===== src/rtl/multicycle_controller.sv =====
// Multi-cycle RV32 sequencer: FETCH/DECODE/EXECUTE/MEM/WRITEBACK for R-type, lw, sw and jalr.
// Owns PC, IR, ALU/MDR latches, the retire counter and the memory-handshake timeout.
module multicycle_controller #(
  parameter logic [31:0] RESET_PC    = 32'h0000_0000,
  parameter int unsigned MEM_TIMEOUT = 16
) (
  input  logic        clk,
  input  logic        rst_n,
  output logic        imem_req,
  output logic [31:0] imem_addr,
  input  logic [31:0] imem_rdata,
  input  logic        imem_ready,
  output logic        dmem_req,
  output logic        dmem_we,
  output logic [31:0] dmem_addr,
  input  logic [31:0] dmem_rdata,
  input  logic        dmem_ready,
  input  logic [31:0] alu_result,
  output logic [31:0] ir,
  output logic [31:0] pc,
  output logic        alu_src_imm,
  output logic [1:0]  alu_op,
  output logic        reg_write,
  output logic [1:0]  wb_sel,
  output logic [31:0] wb_data,
  output logic        retire,
  output logic [31:0] retired_count,
  output logic        trap,
  output logic [1:0]  trap_cause,
  output logic [2:0]  state
);

  typedef enum logic [2:0] {
    S_FETCH     = 3'd0,
    S_DECODE    = 3'd1,
    S_EXECUTE   = 3'd2,
    S_MEM       = 3'd3,
    S_WRITEBACK = 3'd4,
    S_TRAP      = 3'd5
  } state_e;

  localparam logic [6:0]  OP_R    = 7'b0110011;
  localparam logic [6:0]  OP_LW   = 7'b0000011;
  localparam logic [6:0]  OP_SW   = 7'b0100011;
  localparam logic [6:0]  OP_JALR = 7'b1100111;
  localparam logic [31:0] TMO_LIMIT = 32'(MEM_TIMEOUT);

  state_e      state_q, state_d;
  logic [31:0] pc_q, pc_d;
  logic [31:0] ir_q, ir_d;
  logic [31:0] alu_out_q, alu_out_d;
  logic [31:0] mdr_q, mdr_d;
  logic [31:0] retired_count_q, retired_count_d;
  logic [31:0] tmo_cnt_q, tmo_cnt_d;
  logic [1:0]  trap_cause_q, trap_cause_d;
  logic        fetch_req;

  logic        is_r, is_lw, is_sw, is_jalr, tmo_hit;
  logic [31:0] pc_plus4;

  assign is_r     = (ir_q[6:0] == OP_R);
  assign is_lw    = (ir_q[6:0] == OP_LW);
  assign is_sw    = (ir_q[6:0] == OP_SW);
  assign is_jalr  = (ir_q[6:0] == OP_JALR);
  assign pc_plus4 = pc_q + 32'd4;
  // The cycle whose miss would bring the count to the limit is the last one allowed.
  assign tmo_hit  = (TMO_LIMIT != 32'd0) && ((tmo_cnt_q + 32'd1) == TMO_LIMIT);

  always_comb begin
    state_d         = state_q;
    pc_d            = pc_q;
    ir_d            = ir_q;
    alu_out_d       = alu_out_q;
    mdr_d           = mdr_q;
    tmo_cnt_d       = tmo_cnt_q;
    trap_cause_d    = trap_cause_q;
    fetch_req       = 1'b0;
    dmem_req        = 1'b0;
    dmem_we         = 1'b0;
    alu_src_imm     = 1'b0;
    alu_op          = 2'b00;
    reg_write       = 1'b0;
    wb_sel          = 2'b00;
    retire          = 1'b0;
    case (state_q)
      S_FETCH: begin
        fetch_req = 1'b1;
        if (imem_ready) begin
          ir_d    = imem_rdata;
          state_d = S_DECODE;
        end else if (tmo_hit) begin
          state_d      = S_TRAP;
          trap_cause_d = 2'b11;
        end else begin
          tmo_cnt_d = tmo_cnt_q + 32'd1;
        end
      end
      S_DECODE: begin
        if (is_r || is_lw || is_sw || is_jalr) begin
          state_d = S_EXECUTE;
        end else begin
          state_d      = S_TRAP;
          trap_cause_d = 2'b01;
        end
      end
      S_EXECUTE: begin
        alu_out_d   = alu_result;
        alu_src_imm = !is_r;
        alu_op      = is_r ? 2'b10 : 2'b00;
        if (is_lw || is_sw) begin
          state_d   = S_MEM;
          tmo_cnt_d = 32'd0;
        end else if (is_jalr && alu_result[1]) begin
          state_d      = S_TRAP;
          trap_cause_d = 2'b10;
        end else begin
          state_d = S_WRITEBACK;
        end
      end
      S_MEM: begin
        dmem_req = 1'b1;
        dmem_we  = is_sw;
        if (dmem_ready) begin
          if (is_sw) begin
            pc_d      = pc_plus4;
            retire    = 1'b1;
            state_d   = S_FETCH;
            tmo_cnt_d = 32'd0;
          end else begin
            mdr_d   = dmem_rdata;
            state_d = S_WRITEBACK;
          end
        end else if (tmo_hit) begin
          state_d      = S_TRAP;
          trap_cause_d = 2'b11;
        end else begin
          tmo_cnt_d = tmo_cnt_q + 32'd1;
        end
      end
      S_WRITEBACK: begin
        reg_write = (ir_q[11:7] != 5'd0);
        wb_sel    = is_lw ? 2'b01 : (is_jalr ? 2'b10 : 2'b00);
        pc_d      = is_jalr ? {alu_out_q[31:1], 1'b0} : pc_plus4;
        retire    = 1'b1;
        state_d   = S_FETCH;
        tmo_cnt_d = 32'd0;
      end
      default: begin
        state_d = S_TRAP;
      end
    endcase
    retired_count_d = retired_count_q + {31'd0, retire};
  end

  always_comb begin
    wb_data = 32'd0;
    case (wb_sel)
      2'b00:   wb_data = alu_out_q;
      2'b01:   wb_data = mdr_q;
      2'b10:   wb_data = pc_plus4;
      default: wb_data = 32'd0;
    endcase
  end

  always_ff @(posedge clk or negedge rst_n) begin
    if (!rst_n) begin
      state_q         <= S_FETCH;
      pc_q            <= RESET_PC;
      ir_q            <= 32'd0;
      alu_out_q       <= 32'd0;
      mdr_q           <= 32'd0;
      retired_count_q <= 32'd0;
      tmo_cnt_q       <= 32'd0;
      trap_cause_q    <= 2'b00;
    end else begin
      state_q         <= state_d;
      pc_q            <= pc_d;
      ir_q            <= ir_d;
      alu_out_q       <= alu_out_d;
      mdr_q           <= mdr_d;
      retired_count_q <= retired_count_d;
      tmo_cnt_q       <= tmo_cnt_d;
      trap_cause_q    <= trap_cause_d;
    end
  end

  // Reset state is FETCH, so the fetch request is masked while rst_n is low.
  assign imem_req      = fetch_req && rst_n;
  assign imem_addr     = pc_q;
  assign dmem_addr     = alu_out_q;
  assign ir            = ir_q;
  assign pc            = pc_q;
  assign retired_count = retired_count_q;
  assign trap          = (state_q == S_TRAP);
  assign trap_cause    = trap_cause_q;
  assign state         = state_q;

endmodule


===== config.mk =====
export PLATFORM = sky130hd
export DESIGN_NAME = multicycle_controller
export DESIGN_NICKNAME = d
export VERILOG_FILES = /design/src/rtl/multicycle_controller.sv
export SDC_FILE = /design/constraint.sdc
export NUM_CORES = 1
export LEC_CHECK = 0
export CAP_MARGIN = 20
export CORE_MARGIN = 5
export CORE_UTILIZATION = 30
export DETAILED_ROUTE_END_ITERATION = 7
export HOLD_SLACK_MARGIN = 0.1
export PLACE_DENSITY = 0.65
export SLEW_MARGIN = 20
export SYNTH_ARGS = -nofsm -noshare
export SYNTH_HDL_FRONTEND = slang
export SYNTH_SLANG_ARGS = --single-unit

===== constraint.sdc =====
create_clock -name clk -period 5.6 [get_ports clk]
set_input_delay 0.84 -clock clk [delete_from_list [all_inputs] [get_ports clk]]
set_output_delay 0.84 -clock clk [all_outputs]
set_load 0.01 [all_outputs]

After elaboration in Yosys (flattened, before gate mapping). Cells that the tools add are included.

Flip-flop bits (word level): 197. Bits in latches: 0. Memory bits (writable): 0. Bits in read-only memories: 0. Output and inout bits: 208. Logic and storage cells: 90. Memories: 0.

Add/sub/neg operators: 3. Multipliers: 0. Div/mod/pow operators: 0. Magnitude comparators: 0. Eq/ne operators: 21. Shifts and indexed selects: 0. Mux-type cells: 39. Bitwise logic cells: 1. Reductions and logical operators: 18.

Operators with widths (count): 2-to-1 mux 32 bit (8); one-hot mux 32 bit (4 select lines) (1); one-hot mux 32 bit (3 select lines) (1); one-hot mux 32 bit (2 select lines) (1); adder 32 x 1 -> 32 bit (1); adder 32 x 1 -> 32 bit (second input constant) (1); adder 32 x 3 -> 32 bit (second input constant) (1); == test 32 x 5 -> 1 bit (second input constant) (1); 2-to-1 mux 2 bit (11); 2-to-1 mux 3 bit (6); != test 2 bit (second input constant) (8); one-hot mux 3 bit (5 select lines) (1); == test 7 x 6 -> 1 bit (second input constant) (2); 2-to-1 mux 1 bit (8); one-hot mux 2 bit (4 select lines) (1); nonzero test 4 bit (2); == test 7 x 2 -> 1 bit (second input constant) (1); == test 7 bit (second input constant) (1); == test 3 x 2 -> 1 bit (second input constant) (2); == test 3 bit (second input constant) (2); AND reduction 3 bit (2); AND reduction 6 bit (1); nonzero test 5 bit (1); logical OR 1 bit (4); 13 further kinds (14).

Logic depth before layout (Yosys ltp).
Depth in word-level cells: 6. Depth in mapped cells: 16. Mapped depth without buffers: 13.

Worst setup path after synthesis. OpenSTA, ideal clock, no wires.

Path type: register to output. From: register pc_q[4], in the netlist imem_addr[4]. To: output port wb_data[31]. Arrival time: 2788 ps. Required time: 4760 ps. Setup slack: 1972 ps. Stages on the path, launching flop included: 9. Path through: dfrtp_1 > nand3_1 > or3_1 > clkbuf_1 > nor4_1 > nand2_1 > or3_1 > xor2_1 > o21ai_0.

Longest elaborated chain between the ends: 2.

RTL lines: start: declaration (RTL line 49) `logic [31:0] pc_q, pc_d;`; start signal: assignment (RTL line 177) `pc_q <= pc_d;`; adder 32 x 3 -> 32 bit (RTL line 65) `assign pc_plus4 = pc_q + 32'd4;`; one-hot mux 32 bit (3 select lines) (RTL line 157) `case (wb_sel)`; end: declaration (RTL line 25) `output logic [31:0] wb_data,`.

No other way between the ends.

Worst setup path in the final report.
From: register pc_q[2], in the netlist imem_addr[2]. To: output port wb_data[28].

The elaborated chain is that of the path after synthesis.

==> impl_metrics.env <==
export IMPL_synth_edff_count=0
export IMPL_dpl_hpwl_um=23910
export IMPL_ant_nets=0
export IMPL_root_buffer="clkbuf_16"
export IMPL_finalMaxSlewViolations=0
export IMPL_ys_seq_area_frac=0.4714
export IMPL_cts_setup_buffers=0
export IMPL_path_max_fanout=9
export IMPL_track_usage=0.1732
export IMPL_leakage_nw=5.973
export IMPL_rows=68
export IMPL_seqPwrFrac=0.513
export IMPL_rrSetupSlack_ns=1.67
export IMPL_start_util=0.3027
export IMPL_clock_latency_ns=0.45
export IMPL_clkSlewWorstSetupHoldPaths_ns=0.08
export IMPL_firstDrtPassIters=5
export IMPL_synth_area_um2=10400
export IMPL_clockPowerShare=0.434
export IMPL_clock_path_buffers=2
export IMPL_htree_levels=4
export IMPL_status="finished clean"
export IMPL_synth_fa_ha_area_frac=0.004811
export IMPL_min_path_type="in2async"
export IMPL_yosysUniqueCellTypes=57
export IMPL_cts_resized=0
export IMPL_synth_simple_area_share=0.2002
export IMPL_worst_pin_slew_ns=1.103
export IMPL_cts_hold_buf=0
export IMPL_synth_top_area_frac=0.4714
export IMPL_max_stage_delay_ns=0.69
export IMPL_setup_viol=0
export IMPL_critical_path_slowest_cell="nor4_1"
export IMPL_synth_compound_area_frac=0.1284
export IMPL_comb_power_share=0.053
export IMPL_die_width_um=196.2
export IMPL_gp_congestion=0.8325
export IMPL_synth_commonest_cells="dfrtp_1, nand2_1, nor2_1"
export IMPL_crit_path_frequent_cell="nor4_1"
export IMPL_skew_ns=0.01413
export IMPL_p_int_mw=2.105
export IMPL_r2r_end="tmo_cnt_q[3]$_DFFE_PN0P_"
export IMPL_portBuffers=304
export IMPL_drc=0
export IMPL_synth_mux_area_fraction=0.07108
export IMPL_core_um2=34370
export IMPL_period_share=0.8692
export IMPL_synth_area_leaders="dfrtp_1, mux2_2, nand2_1"
export IMPL_total_power_mw=2.794
export IMPL_hold_viol_final=0
export IMPL_area_growth_pct=36.62
export IMPL_p_per_area_nw_per_um2=196.6
export IMPL_grt_max_degree=86
export IMPL_worst_path_stages=10
export IMPL_dieArea_um2=38500
export IMPL_wire_per_inst_um=18.51
export IMPL_num_vias=9207
export IMPL_syn_inst=1108
export IMPL_synth_xor_area_frac=0.06566
export IMPL_grt_setup_unrepaired="false"
export IMPL_cts_sinks=196
export IMPL_ys_ff_latch=196
export IMPL_critPathRequiredTime_ns=4.76
export IMPL_nFillCells=3373
export IMPL_max_freq_mhz=205.4
export IMPL_routed_wl_um=33590
export IMPL_vdd_drop_max_mv=0.2062
export IMPL_final_min_clock_period_ns=4.868
export IMPL_syn_avg_cell_area_um2=9.390
export IMPL_yosysWarningCount=0
export IMPL_crit_family="simple AND/OR/NAND/NOR gates"
export IMPL_async_flop_share=1.000
export IMPL_grt_pass1_vias=9188
export IMPL_cp_cell_sequence="ha_1, nand4_1, nor4_1, and3_1, nand3_1, buf_4, nor4_1, xnor2_1, o21ai_0, clkdlybuf4s50_1"
export IMPL_ys_flop_type="dfrtp_1"
export IMPL_nNetsFinal=1451
export IMPL_critical_path_buf_inv_count=2
export IMPL_finalSetupTns_ns=0
export IMPL_antenna_cells=0
export IMPL_rr_startpoint="tmo_cnt_q[11]$_DFFE_PN0P_"
export IMPL_synth_top_family_by_area="simple AND/OR/NAND/NOR gates"
export IMPL_switchingPower_mw=0.6889
export IMPL_synth_area_leader_cell="dfrtp_1"
export IMPL_crit_arrival_ns=4.03
export IMPL_reg2reg_depth=9
export IMPL_end_kind="primary output"
export IMPL_sw_frac_of_total=0.2466
export IMPL_via_per_inst=5.073
export IMPL_whs_ns=0.4564
export IMPL_crit_type="reg2out"
export IMPL_relSlewSlack=0.2626
export IMPL_die_h_um=196.2
export IMPL_drtIter0Drc=536
export IMPL_final_cells=1815
export IMPL_drive_above_1_share=0.09338
export IMPL_cts_buffers_inserted=17
export IMPL_place_inst=1783
export IMPL_synth_most_common_cell="dfrtp_1"
export IMPL_grt_ovfl_total=0
export IMPL_cap_viol_max_count=0
export IMPL_tritoncts="done"
export IMPL_ios=308
export IMPL_antenna_found_initial=2
export IMPL_start_kind="flip-flop"
export IMPL_grt_pass1_wl_um=53050
cells in the final DEF, fill, tap and decap left out, types with 23 or more instances in the layout:
master	Yosys	final
nand3_1	51	50
mux2_2	63	63
clkdlybuf4s50_1	0	303
xnor2_1	61	61
nand2_1	165	165
nor2_1	70	69
nand4_1	24	24
a22oi_1	31	31
dfrtp_1	196	196
and3_1	23	23
a21oi_1	58	58
o21ai_0	61	61
sequential cells by signal, summed over array words and instances (netlist names):
signal,cells
dmem_addr,32
imem_addr,31
ir,32
mdr_q,32
retired_count,32
state,3
tmo_cnt_q,32
trap_cause,2
worst max path at each step:
stage                                        start     endpoint  slack (ns)
after floorplan           imem_addr[4]$_DFFE_PN0P_  wb_data[31]        1.97
after global placement    imem_addr[2]$_DFFE_PN0P_  wb_data[28]        1.28
after detailed placement  imem_addr[2]$_DFFE_PN0P_  wb_data[28]        1.24
after CTS                 imem_addr[2]$_DFFE_PN0P_  wb_data[28]        0.70
after global routing      imem_addr[2]$_DFFE_PN0P_  wb_data[28]        0.20
final                     imem_addr[2]$_DFFE_PN0P_  wb_data[28]        0.73
through the flow:
stage,setup slack (ns),area (µm²),util
finish,0.7322,14210,0.4135
global route,0.1958,14210,0.4135
CTS,0.7049,14210,0.4135
detailed placement,1.240,13650,0.3971
global placement,1.283,13650,0.3971
floorplan,1.972,10410,-
logic make-up (layout without fill, tap and decap cells):
kind of cell	count (synthesis)	in the layout
other	1	3
adder cells (fa/ha/maj)	4	4
flip-flops	196	196
buffers and inverters	119	369
AND/OR/NAND/NOR	427	427
XOR/XNOR	78	78
AO/OA/AOI/OAI	217	217
multiplexers	66	66
per-layer routing:
| layer | routed length, µm | share of wire | track usage | vias to the layer above |
|---|---|---|---|---|
| li1 | - | - | - | 4381 |
| met1 | 14340 | 0.43 | 0.2214 | 4526 |
| met2 | 16430 | 0.49 | 0.2874 | 266 |
| met3 | 2282 | 0.068 | 0.05324 | 30 |
| met4 | 513 | 0.015 | 0.04370 | 4 |
| met5 | 34 | 0.0010 | 0 | - |
final cells by class:
class	count	area, µm²	share of cell area
repair buffers	319	3159	0.2223
flip-flops and latches	196	4905	0.3451
multi-input cells	795	4947	0.3481
inverters	18	67.56	0.004754
well taps	455	569.3	0.04005
clock inverters	15	140.1	0.009859
clock buffers	17	425.4	0.02993
power by group through the flow:
stage	Sequential (mW)	Combinational [mW]	Clock, mW
final	1.43	0.148	1.21
after detailed placement	1.46	0.151	0
after floorplan	1.47	0.0164	0
after global placement	1.46	0.150	0
after CTS	1.43	0.152	1.25
after global routing	1.44	0.162	1.30
No activity file was read; power rests on OpenSTA's default activity.
